==> src/rtl/pre_if_stage_pkg.sv <==
// ============================================================================
// Module : pre_if_stage_pkg
// Brief  : Shared constants and state encoding for the pre-IF fetch stage.
// Rev    : 1.0
// ============================================================================
`default_nettype none

package pre_if_stage_pkg;

    localparam int          PFS_TO_FS_BUS_WD = 49;
    localparam int          C_ADEF_BIT       = 14;
    localparam logic [31:0] C_RESET_PC       = 32'h1c00_0000;

    typedef enum logic [1:0] {
        S_REQ  = 2'd0,
        S_WAIT = 2'd1,
        S_HALT = 2'd2
    } pfs_state_e;

endpackage

`default_nettype wire

==> src/rtl/pre_if_stage.sv <==
// ============================================================================
// Module : pre_if_stage
// Brief  : Owns the fetch PC, issues SRAM-like instruction requests, hands
//          accepted requests to IF, applies redirects and flags ADEF.
// Rev    : 1.0
// ============================================================================
`default_nettype none

module pre_if_stage
    import pre_if_stage_pkg::*;
#(
    parameter logic [31:0] RESET_PC = C_RESET_PC,
    parameter int          ADEF_BIT = C_ADEF_BIT
) (
    input  logic                        clk,
    input  logic                        reset,
    input  logic                        fs_allowin,
    input  logic                        br_taken,
    input  logic [31:0]                 br_target,
    input  logic                        excp_flush,
    input  logic                        ertn_flush,
    input  logic [31:0]                 eentry,
    input  logic [31:0]                 era,
    output logic                        inst_req,
    output logic                        inst_wr,
    output logic [1:0]                  inst_size,
    output logic [31:0]                 inst_addr,
    output logic [3:0]                  inst_wstrb,
    output logic [31:0]                 inst_wdata,
    input  logic                        inst_addr_ok,
    output logic                        pfs_to_fs_valid,
    output logic [PFS_TO_FS_BUS_WD-1:0] pfs_to_fs_bus,
    output logic                        pfs_discard
);

    pfs_state_e  r_state, w_state_nxt;
    logic [31:0] r_pc, w_pc_nxt;

    logic        w_redirect;
    logic [31:0] w_target;
    logic        w_adef;
    logic        w_req;
    logic        w_hs;
    logic        w_valid;
    logic        w_excp;
    logic        w_discard;
    logic [15:0] w_excp_num;

    assign w_redirect = excp_flush | ertn_flush | br_taken;
    assign w_target   = excp_flush ? eentry :
                        ertn_flush ? era    : br_target;
    assign w_adef     = (r_pc[1:0] != 2'b00);
    assign w_hs       = w_req & inst_addr_ok;

    // A redirect blocks both the request and the hand-off in the same cycle,
    // so no stale request is ever issued from REQ.
    always_comb begin
        w_state_nxt = r_state;
        w_pc_nxt    = r_pc;
        w_req       = 1'b0;
        w_valid     = 1'b0;
        w_excp      = 1'b0;
        w_discard   = 1'b0;
        case (r_state)
            S_REQ: begin
                w_req   = ~w_adef & ~w_redirect & ~reset;
                w_valid = (w_hs | w_adef) & ~w_redirect;
                w_excp  = w_adef;
                if (w_redirect) begin
                    w_pc_nxt = w_target;
                end else if (w_adef & fs_allowin) begin
                    w_state_nxt = S_HALT;
                end else if (w_hs & fs_allowin) begin
                    w_pc_nxt = r_pc + 32'd4;
                end else if (w_hs) begin
                    w_state_nxt = S_WAIT;
                end
            end
            S_WAIT: begin
                w_valid = ~w_redirect;
                if (w_redirect) begin
                    w_discard   = 1'b1;
                    w_pc_nxt    = w_target;
                    w_state_nxt = S_REQ;
                end else if (fs_allowin) begin
                    w_pc_nxt    = r_pc + 32'd4;
                    w_state_nxt = S_REQ;
                end
            end
            S_HALT: begin
                if (w_redirect) begin
                    w_pc_nxt    = w_target;
                    w_state_nxt = S_REQ;
                end
            end
            default: begin
                w_state_nxt = S_REQ;
            end
        endcase
    end

    always_ff @(posedge clk) begin
        if (reset) begin
            r_state <= S_REQ;
            r_pc    <= RESET_PC;
        end else begin
            r_state <= w_state_nxt;
            r_pc    <= w_pc_nxt;
        end
    end

    always_comb begin
        w_excp_num           = 16'd0;
        w_excp_num[ADEF_BIT] = w_excp;
    end

    assign inst_req        = w_req;
    assign inst_wr         = 1'b0;
    assign inst_size       = reset ? 2'd0 : 2'd2;
    assign inst_addr       = reset ? 32'd0 : r_pc;
    assign inst_wstrb      = 4'd0;
    assign inst_wdata      = 32'd0;
    assign pfs_to_fs_valid = w_valid & ~reset;
    assign pfs_to_fs_bus   = reset ? '0 : {w_excp_num, w_excp, r_pc};
    assign pfs_discard     = w_discard & ~reset;

endmodule

`default_nettype wire

==> config.mk <==
export PLATFORM = sky130hd
export DESIGN_NAME = pre_if_stage
export DESIGN_NICKNAME = d
export VERILOG_FILES = /design/src/rtl/pre_if_stage_pkg.sv /design/src/rtl/pre_if_stage.sv
export SDC_FILE = /design/constraint.sdc
export NUM_CORES = 1
export LEC_CHECK = 0
export ABC_AREA = 0
export BUFFER_PORTS_ARGS = -buffer_cell sky130_fd_sc_hd__buf_4
export CAP_MARGIN = 20
export CELL_PAD_IN_SITES_DETAIL_PLACEMENT = 1
export CELL_PAD_IN_SITES_GLOBAL_PLACEMENT = 2
export CORE_UTILIZATION = 22
export DETAILED_ROUTE_END_ITERATION = 16
export PLACE_DENSITY_LB_ADDON = 0.05
export REMOVE_ABC_BUFFERS = 1
export SYNTH_ARGS = -nofsm -noshare
export SYNTH_HDL_FRONTEND = slang
export SYNTH_SLANG_ARGS = --single-unit
==> constraint.sdc <==
create_clock -name clk -period 2.7 [get_ports clk]
set_clock_uncertainty 0.15 [all_clocks]
set_input_delay 0.54 -clock clk [delete_from_list [all_inputs] [get_ports clk]]
set_output_delay 0.54 -clock clk [all_outputs]
set_load 0.1 [all_outputs]
==> impl_results.md, run 1 <==
* Vias/cell at between 4 and 5
* Die area at 17700 µm²
* Cell count after synthesis at 520
* Ys flop type: dfxtp_1
* CTS max path bufs at 2
* Layout cells sized above 1 at 0.348
* Hold Vio Cnt, Final at 0
* All-Layer GR Usage at 0.154
* Worst-Skew Late Latency at 0.29 ns
* Post-synth top cells: buf_4 (90), nand2_1 (53), o21ai_0 (40), a21oi_1 (37)
* Power Dens Cells at about 500 nW/µm²
* Routed via count at 3977
* Synth cell types at 50
* Post-synth top area cell: dfxtp_1
* ANT nets after route at 0
* Final HPWL DP at around 11000 µm
* Crit path kind: primary input to primary output
* Final Util at 0.304
* Ranking of synthesized cells by area: dfxtp_1 (18%), buf_4 (18%), mux2i_1 (8.0%)
* Port Buffers at 172
* Final nets at 754
* Min cycle time layout at 2.56 ns
* Clk root buf: clkbuf_16
* Initial DRC Count at around 110
* # hold bufs at CTS at 0
* Gp weighted congestion at 0.746
* GRT Residual Overflow at 0
* First-pass GRT wire length at 21500 µm
* Required time of the critical path at 2.01 ns
* Worst Path Arrival at 1.87 ns
* Vias in the first global route at 4138
* FF+latch count, synth at 34
* Crit path launch type: primary input
* Max-slew headroom at the worst pin at 0.552
* Cell Area, Synth at 3780 µm²
* CTS Buf Count at 5
* CP Capture Type: primary output
* Register area share after synthesis at 0.180
* Synthesis-to-layout area growth at 33.8%
* Die Ht at approximately 130 µm
* Register area at 681 µm²
* Row cnt at 47
* Slew Viols, Final at 0
* CTS tree: built
* TritonRoute pass-1 iters at 4
* Synthesized area per cell at 7.26 µm²
* Area occupied by multi-input gates at 2470 µm²
* Maximum Capacitance Violations at 0
* Clock Sinks at 34
* Diode count at 0
* Final WL at ~14000 µm
* Core area at roughly 17000 µm²
* # DRC at 0
* Tcrit/Tclk final at 0.947
* RSZ-0062 raised after global routing: no
* Setup-failing EPs final at 0
* Yosys top cell area share at 0.180
* DR WL/cell at 15.7 µm
* Maximum fanout along the worst path at 4
* Die width at 133 µm
* Post-CTS setup buffers at 0
* Max rail drop VDD at between 0.2 and 0.25 mV
* CTS resizes at 0
* Antenna violations before repair at 0
* Clock transition at path regs at 0.06 ns
* FFs w/ async S/R, synth at 0
* Status: completed
* Warning count from the yosys run at 0
* Pleak at 2.34 nW
* Boundary pin count at around 230
* Largest net degree at the start of global routing at 39
* Dpl cell area at around 4900 µm²
* Design area at just over 5000 µm²
* H-tree depth at 2
* Number of enable flip-flop cells after synthesis at 0
* Cell with the most instances after synthesis: buf_4
* Fill count at 2066
* Starting density of the core at 0.227
* Highest clock rate at between 300 and 400 MHz
* Worst-margin pin slew at 0.669 ns
* Worst hold path type: flop to flop
-- state kept, by name, summed over array words and instances, names as in the netlist --
signal and flops:
r_state 2, r_pc 32
-- report_power, final --
group / leakage, nW / total, mW / switching [mW] / internal (mW)
logic: 1.99 / 1.30 / 0.989 / 0.312
clock network: 0.0694 / 0.577 / 0.243 / 0.334
registers: 0.282 / 0.610 / 0.0646 / 0.546
total: 2.34 / 2.49 / 1.30 / 1.19
-- layout by cell type, fill, tap and decap left out, types with 11 or more instances in the layout --
cell,n
nand2_1,53
nand3_1,13
mux2i_1,30
a21oi_1,37
dfxtp_1,34
nor2_1,34
o21ai_0,40
nor2b_1,27
buf_4,189
conb_1,53
mux2_2,15
nor3_1,11
-- cells by family (layout without fill, tap and decap cells) --
group	Yosys count	after routing	synth area share
muxes	45	45	0.124
AOI/OAI and AO/OA	124	124	0.202
and+or+nand+nor	186	186	0.267
buffers and inverters	129	207	0.222
adders and majority gates	1	1	0.00331
DFF	34	34	0.180
other	1	53	0.000993
-- per-layer routing --
layer / vias to the layer above / wire (µm) / GRT usage
met3: 5 / 669 / 0.0211
met1: 1871 / 5960 / 0.187
met4: 0 / 94 / 0.0377
met5: - / 0 / 0
li1: 1962 / - / -
met2: 139 / 6910 / 0.281
-- final timing paths --
kind | endpoint | depth (start not counted) | start | slack, ns
worst max-delay path | inst_req | 4 | ertn_flush | 0.14
worst min-delay path | r_pc[0] | 2 | r_pc[0] | 0.36
worst max register to register | r_pc[20] | 6 | r_pc[2] | 0.41
worst min register to register | r_pc[0] | 2 | r_pc[0] | 0.36
-- through the flow --
stage | cells | hold WS, ns | setup TNS, ns | setup WS, ns | total power [mW]
after floorplan | 452 | 0.314 | -94.47 | -2.18 | 1.58
after global placement | 863 | 0.342 | 0 | 0.182 | 1.92
after detailed placement | 863 | 0.355 | 0 | 0.147 | 1.93
after CTS | 870 | 0.366 | 0 | 0.142 | 2.52
after global routing | 870 | 0.389 | 0 | 0.120 | 2.60
final | 870 | 0.361 | 0 | 0.143 | 2.49
-- critical path, stage by stage --
cell    delay, ns
buf_4        0.14
or3_1        0.43
nor4_1       0.38
buf_4        0.37
-- final cells by class --
| cell class | count | area share |
|---|---|---|
| Clock buffer | 5 | 0.0248 |
| Multi-Input combinational cell | 409 | 0.489 |
| Sequential cell | 34 | 0.135 |
| Clock inverter | 2 | 0.00198 |
| Inverter | 9 | 0.00669 |
| Tap cell | 220 | 0.0545 |
| Timing Repair Buffer | 191 | 0.289 |
No activity file was read; power rests on OpenSTA's default activity.
==> run 2: changes to the inputs <==
--- a/config.mk
+++ b/config.mk
@@ -5,12 +5,12 @@
 export SDC_FILE = /design/constraint.sdc
 export NUM_CORES = 1
 export LEC_CHECK = 0
-export ABC_AREA = 0
+export ABC_AREA = 1
 export BUFFER_PORTS_ARGS = -buffer_cell sky130_fd_sc_hd__buf_4
 export CAP_MARGIN = 20
 export CELL_PAD_IN_SITES_DETAIL_PLACEMENT = 1
 export CELL_PAD_IN_SITES_GLOBAL_PLACEMENT = 2
-export CORE_UTILIZATION = 22
+export CORE_UTILIZATION = 21
 export DETAILED_ROUTE_END_ITERATION = 16
 export PLACE_DENSITY_LB_ADDON = 0.05
 export REMOVE_ABC_BUFFERS = 1
==> run 2 against run 1 <==
Effect of this change:
- the run now ends with design-rule violations left
- clock-buffer cell count increased by 2
- die area is 9.6% higher
- sequential cell count is the same
- final area grew 2.5%
- routed wire length rose by 17%
- critical endpoint is now inst_addr[17]
==> impl_results.md, run 2 <==
* Status: complete, but fails checks
* Failing checks: design-rule violations
* Commonest non-fill, non-tap cell in the layout: nand2_1
* Worst hold path type: flop to flop
* Final Util at 0.284 (-0.0192)
* ANT nets after route at 0 (unchanged)
* Crit path kind: primary input to primary output
* Final HPWL DP at 12100 µm (+13%)
* TritonRoute pass-1 iters at 11 (+7)
* Boundary pin count at 226 (unchanged)
* Regs by FF count: r_pc (32), r_state (2)
* Number of enable flip-flop cells after synthesis at 0 (unchanged)
* CTS tree: built
* Register area share after synthesis at 0.172 (-0.00821)
* Layout cells sized above 1 at 0.245 (-0.102)
* Ys flop type: dfxtp_1
* Clk root buf: clkbuf_16
* Tcrit/Tclk final at 0.855 (-0.0921)
* Cell Area, Synth at 3960 µm² (+4.8%)
* Pleak at 2.59 nW (+10%)
* Post-synth top area cell: nand2_1
* Worst-Skew Late Latency at 0.29 ns (about the same)
* Setup Total Neg Slack at 0 ns (unchanged)
* Maximum fanout along the worst path at 19 (+15)
* Combinational Power Share at 0.534 (+0.011)
* Starting density of the core at 0.217 (-0.00963)
* Die width at 139 µm (+4.7%)
* H-tree depth at 2 (unchanged)
* CP Capture Type: primary output
* Vias/cell at 4.34 (-5.0%)
* # hold bufs at CTS at 0 (unchanged)
* Vias in the first global route at 4778 (+15%)
* Maximum Capacitance Violations at 0 (unchanged)
* Initial DRC Count at 173 (+56%)
* Routed via count at 4661 (+17%)
* Register area at 681 µm² (unchanged)
* Dpl cell area at 5030 µm² (+2.3%)
* Port Buffers at 172 (unchanged)
* Power Internal at 1.21 mW (+1.2%)
* First-pass GRT wire length at 25200 µm (+17%)
* Slew Viols, Final at 0 (unchanged)
* Hold Vio Cnt, Final at 0 (unchanged)
* GRT Residual Overflow at 0 (unchanged)
* CTS resizes at 0 (unchanged)
* Cell count after synthesis at 718 (+38%)
* Power Dens Cells at 502 nW/µm² (+2.0%)
* Worst Path Arrival at 1.62 ns (-0.25 ns)
* Die area at 19400 µm² (+9.6%)
* Max FFs per register at 32 (unchanged)
* Ranking of synthesized cells by area: nand2_1 (19%), dfxtp_1 (17%), buf_4 (17%)
* Post-synth top cells: nand2_1 (205), nor2_1 (118), buf_4 (90), o21ai_0 (57), inv_1 (56)
* Row cnt at 49 (+4.3%)
* Highest clock rate at 433 MHz (+11%)
* Most frequent cells in the layout: nand2_1 (205), buf_4 (182), nor2_1 (118)
* Die Ht at 139 µm (+4.7%)
* CTS max path bufs at 2 (unchanged)
* DR WL/cell at 14.8 µm (-5.5%)
* Clock Power Share at 0.236 (+0.004)
* Clock transition at path regs at 0.06 ns (about the same)
* Sequential power share at 0.230 (-0.015)
* Final WL at 15900 µm (+17%)
* Crit path launch type: primary input
* Switch Pwr at 1.40 mW (+7.6%)
* Synthesized area per cell at 5.51 µm² (-24%)
* # DRC at 16 (+16)
* Diode count at 0 (unchanged)
* Area occupied by multi-input gates at 2420 µm² (-1.9%)
* Min cycle time layout at 2.31 ns (-0.249 ns)
* Clock Sinks at 34 (unchanged)
* CTS Buf Count at 5 (unchanged)
* Core area at 18200 µm² (+9.4%)
* FFs w/ async S/R, synth at 0 (unchanged)
* Fill count at 2429 (+18%)
* Design area at 5180 µm² (+2.5%)
* Yosys top cell area share at 0.194 (+0.0142)
* Required time of the critical path at 2.01 ns (about the same)
* Post-CTS setup buffers at 0 (unchanged)
* RSZ-0062 raised after global routing: no
* Register bank with the most flops: r_pc
* Design Power at 2.60 mW (+4.6%)
* Cell with the most instances after synthesis: nand2_1
* Largest net degree at the start of global routing at 40 (+2.6%)
* Max rail drop VDD at 0.201 mV (-1.5%)
* Synthesis-to-layout area growth at 30.9%
* Final nets at 947 (+26%)
* Synth cell types at 29 (-42%)
* Antenna violations before repair at 0 (unchanged)
* Setup-failing EPs final at 0 (unchanged)
* Switching Fraction at 0.536 (+0.0153)
* Warning count from the yosys run at 0 (unchanged)
* All-Layer GR Usage at 0.165 (+0.0115)
* Gp weighted congestion at 0.764 (+2.3%)
* FF+latch count, synth at 34 (unchanged)
==> run 2: cell count changes in the layout (fill, tap and decap cells not counted), moves of 17 or more <==
cell	change
a21oi_1	-22
inv_1	+47
mux2i_1	-30
nand2_1	+152
nand3_1	+37
nor2_1	+84
nor2b_1	-27
o21ai_0	+17
==> run 2: routing by layer <==
metal  track usage  wire length, µm  up-vias
met2         0.290             7510      148
met5             0                0        -
met4        0.0298              108        0
met1         0.211             7490     2133
met3        0.0306              782        5
li1              -                -     2375
==> run 2: critical path: stages <==
cell	delay [ns]
buf_4	0.15
buf_4	0.22
nor2_1	0.33
buf_4	0.36
==> run 2: path summary, 6_finish.rpt <==
path,depth (start not counted),end,slack [ns],from
min reg2reg,2,r_pc[3],0.37,r_pc[3]
max,4,inst_addr[17],0.39,reset
max reg2reg,10,r_pc[28],0.56,r_pc[3]
min,2,r_pc[3],0.37,r_pc[3]
==> run 2: logic make-up after synthesis <==
logic type      after synthesis  share of synthesized area
fa+ha+maj                     1                    0.00316
simple gates                398                      0.411
xor+xnor                      3                    0.00664
buf+inv                     180                      0.266
other cells                   1                   0.000948
flops                        34                      0.172
compound gates              101                      0.140
==> run 2: power groups by stage <==
stage	Sequential [mW]	Clock, mW	Combinational (mW)
floorplan	0.593	0	1.05
global placement	0.609	0	1.39
detailed placement	0.609	0	1.40
CTS	0.599	0.637	1.40
global route	0.609	0.655	1.47
finish	0.599	0.613	1.39
==> run 2: layout make-up <==
| class | count | share of cell area |
|---|---|---|
| well taps | 229 | 0.0553 |
| clock inverters | 1 | 0.000966 |
| clock buffers | 7 | 0.0275 |
| inverters | 62 | 0.0454 |
| flip-flops and latches | 34 | 0.131 |
| repair buffers | 184 | 0.272 |
| multi-input cells | 556 | 0.468 |
==> run 2: per-stage QoR <==
step | std cells | hold slack, ns | setup slack, ns
4_1_cts | 1073 | 0.372 | 0.393
6_report | 1073 | 0.370 | 0.391
3_5_place_dp | 1065 | 0.360 | 0.383
2_1_floorplan | 652 | 0.320 | -2.63
3_3_place_gp | 1065 | 0.346 | 0.432
5_1_grt | 1073 | 0.405 | 0.277
==> run 3: changes to the inputs <==
--- a/config.mk
+++ b/config.mk
@@ -10,6 +10,7 @@
 export CAP_MARGIN = 20
 export CELL_PAD_IN_SITES_DETAIL_PLACEMENT = 1
 export CELL_PAD_IN_SITES_GLOBAL_PLACEMENT = 2
+export CORE_MARGIN = 3
 export CORE_UTILIZATION = 21
 export DETAILED_ROUTE_END_ITERATION = 16
 export PLACE_DENSITY_LB_ADDON = 0.05
==> run 3 against run 2 <==
Effect of this change:
- the run now ends clean
- first-iteration DRC count fell by 14%
- clock-buffer cell count did not move
- global-route usage fell by 1.0 points
- routed wire length rose by 2.3%
- via count barely moved
- maximum frequency fell by 2.8%
- hold slack improved by 0.0067 ns
==> impl_results.md, run 3 (synthesized netlist as in run 2, its figures left out) <==
* Final nets at 948 (+0.11%)
* CP Capture Type: primary output
* Core area at 18200 µm² (unchanged)
* Regs by FF count: r_pc (32), r_state (2)
* Tcrit/Tclk final at 0.880 (+0.0249)
* Crit path launch type: primary input
* Worst-Skew Late Latency at 0.29 ns (about the same)
* Clk root buf: clkbuf_16
* Highest clock rate at 421 MHz (-2.8%)
* Layout cells sized above 1 at 0.244 (-0.00118)
* Vias/cell at 4.34 (about the same)
* TritonRoute pass-1 iters at 6 (-5)
* Port Buffers at 172 (unchanged)
* # hold bufs at CTS at 0 (unchanged)
* Max FFs per register at 32 (unchanged)
* Power Dens Cells at 498 nW/µm² (-0.88%)
* Final Util at 0.283 (-0.00179)
* WHS at 0.376 ns (+0.00666 ns)
* Row cnt at 49 (unchanged)
* Die Ht at 143 µm (+2.9%)
* First-pass GRT wire length at 25100 µm (-0.36%)
* Min cycle time layout at 2.38 ns (+0.0672 ns)
* Die area at 20500 µm² (+5.8%)
* Slew Viols, Final at 0 (unchanged)
* Boundary pin count at 226 (unchanged)
* Largest net degree at the start of global routing at 37 (-7.5%)
* Clock transition at path regs at 0.05 ns (about the same)
* Crit path kind: primary input to primary output
* CTS Buf Count at 5 (unchanged)
* Most frequent cells in the layout: nand2_1 (205), buf_4 (185), nor2_1 (118)
* Fill count at 2430 (+0.041%)
* Clock Sinks at 34 (unchanged)
* # DRC at 0 (-16)
* Required time of the critical path at 2.01 ns (about the same)
* Pleak at 2.58 nW (-0.40%)
* Commonest non-fill, non-tap cell in the layout: nand2_1
* Final HPWL DP at 12700 µm (+5.1%)
* CTS max path bufs at 2 (unchanged)
* ANT nets after route at 0 (unchanged)
* Hold Vio Cnt, Final at 0 (unchanged)
* Initial DRC Count at 148 (-14%)
* DR WL/cell at 15.1 µm (+2.3%)
* Maximum fanout along the worst path at 23 (+4)
* Worst hold path type: flop to flop
* Design area at 5150 µm² (-0.63%)
* Die width at 143 µm (+2.9%)
* H-tree depth at 2 (unchanged)
* Design Power at 2.56 mW (-1.5%)
* Starting density of the core at 0.217 (unchanged)
* GRT Residual Overflow at 0 (unchanged)
* Antenna violations before repair at 0 (unchanged)
* Synthesis-to-layout area growth at 30.1%
* Final WL at 16300 µm (+2.3%)
* Diode count at 0 (unchanged)
* RSZ-0062 raised after global routing: no
* Status: completed
* Max rail drop VDD at 0.211 mV (+4.8%)
* Dpl cell area at 5010 µm² (-0.35%)
* Register bank with the most flops: r_pc
* CTS resizes at 0 (unchanged)
* Post-CTS setup buffers at 0 (unchanged)
* Maximum Capacitance Violations at 0 (unchanged)
* Gp weighted congestion at 0.815 (+6.7%)
* Setup-failing EPs final at 0 (unchanged)
* All-Layer GR Usage at 0.155 (-0.0101)
* Vias in the first global route at 4666 (-2.3%)
* Routed via count at 4660 (-0.021%)
* Worst Path Arrival at 1.69 ns (+0.07 ns)
* CTS tree: built
run 3: changes by cell type in the layout (fill, tap and decap cells not counted), sizes merged:
cell and change:
buf +1, clkinv -1
run 3: layer usage:
layer	track usage	vias to the layer above	wire [µm]	share of wire
li1	-	2380	-	-
met1	0.209	2114	7640	0.47
met2	0.255	154	7440	0.46
met3	0.0291	12	980	0.060
met4	0.0406	0	199	0.012
met5	0	-	0	0
run 3: power breakdown:
part	leakage, nW	switching, mW	internal (mW)
sequential	0.283	0.0505	0.550
combinational	2.23	1.10	0.287
clock	0.0640	0.234	0.338
run 3: critical path, cell delays in order:
cell,delay (ns)
buf_4,0.20
inv_2,0.09
nand2_1,0.08
nor2_4,0.12
inv_1,0.05
nor3_1,0.23
buf_4,0.35
run 3: cell type report:
class | instances | area, µm² | area share
repair buffers | 185 | 1390 | 0.270
multi-input cells | 556 | 2420 | 0.471
well taps | 229 | 287 | 0.0557
inverters | 62 | 235 | 0.0457
flip-flops and latches | 34 | 681 | 0.132
clock buffers | 7 | 133 | 0.0258
run 3: final timing paths:
kind,start,endpoint,slack (ns),depth (start not counted)
max,reset,inst_req,0.32,7
min,r_pc[2],r_pc[2],0.38,2
max reg2reg,r_pc[3],r_pc[28],0.64,10
min reg2reg,r_pc[2],r_pc[2],0.38,2
run 3: stage by stage:
step / setup TNS (ns) / setup slack (ns) / std cells
6_report: 0 / 0.324 / 1073
5_1_grt: 0 / 0.225 / 1073
4_1_cts: 0 / 0.298 / 1073
3_5_place_dp: 0 / 0.303 / 1066
3_3_place_gp: 0 / 0.333 / 1066
2_1_floorplan: -90.94 / -2.63 / 652
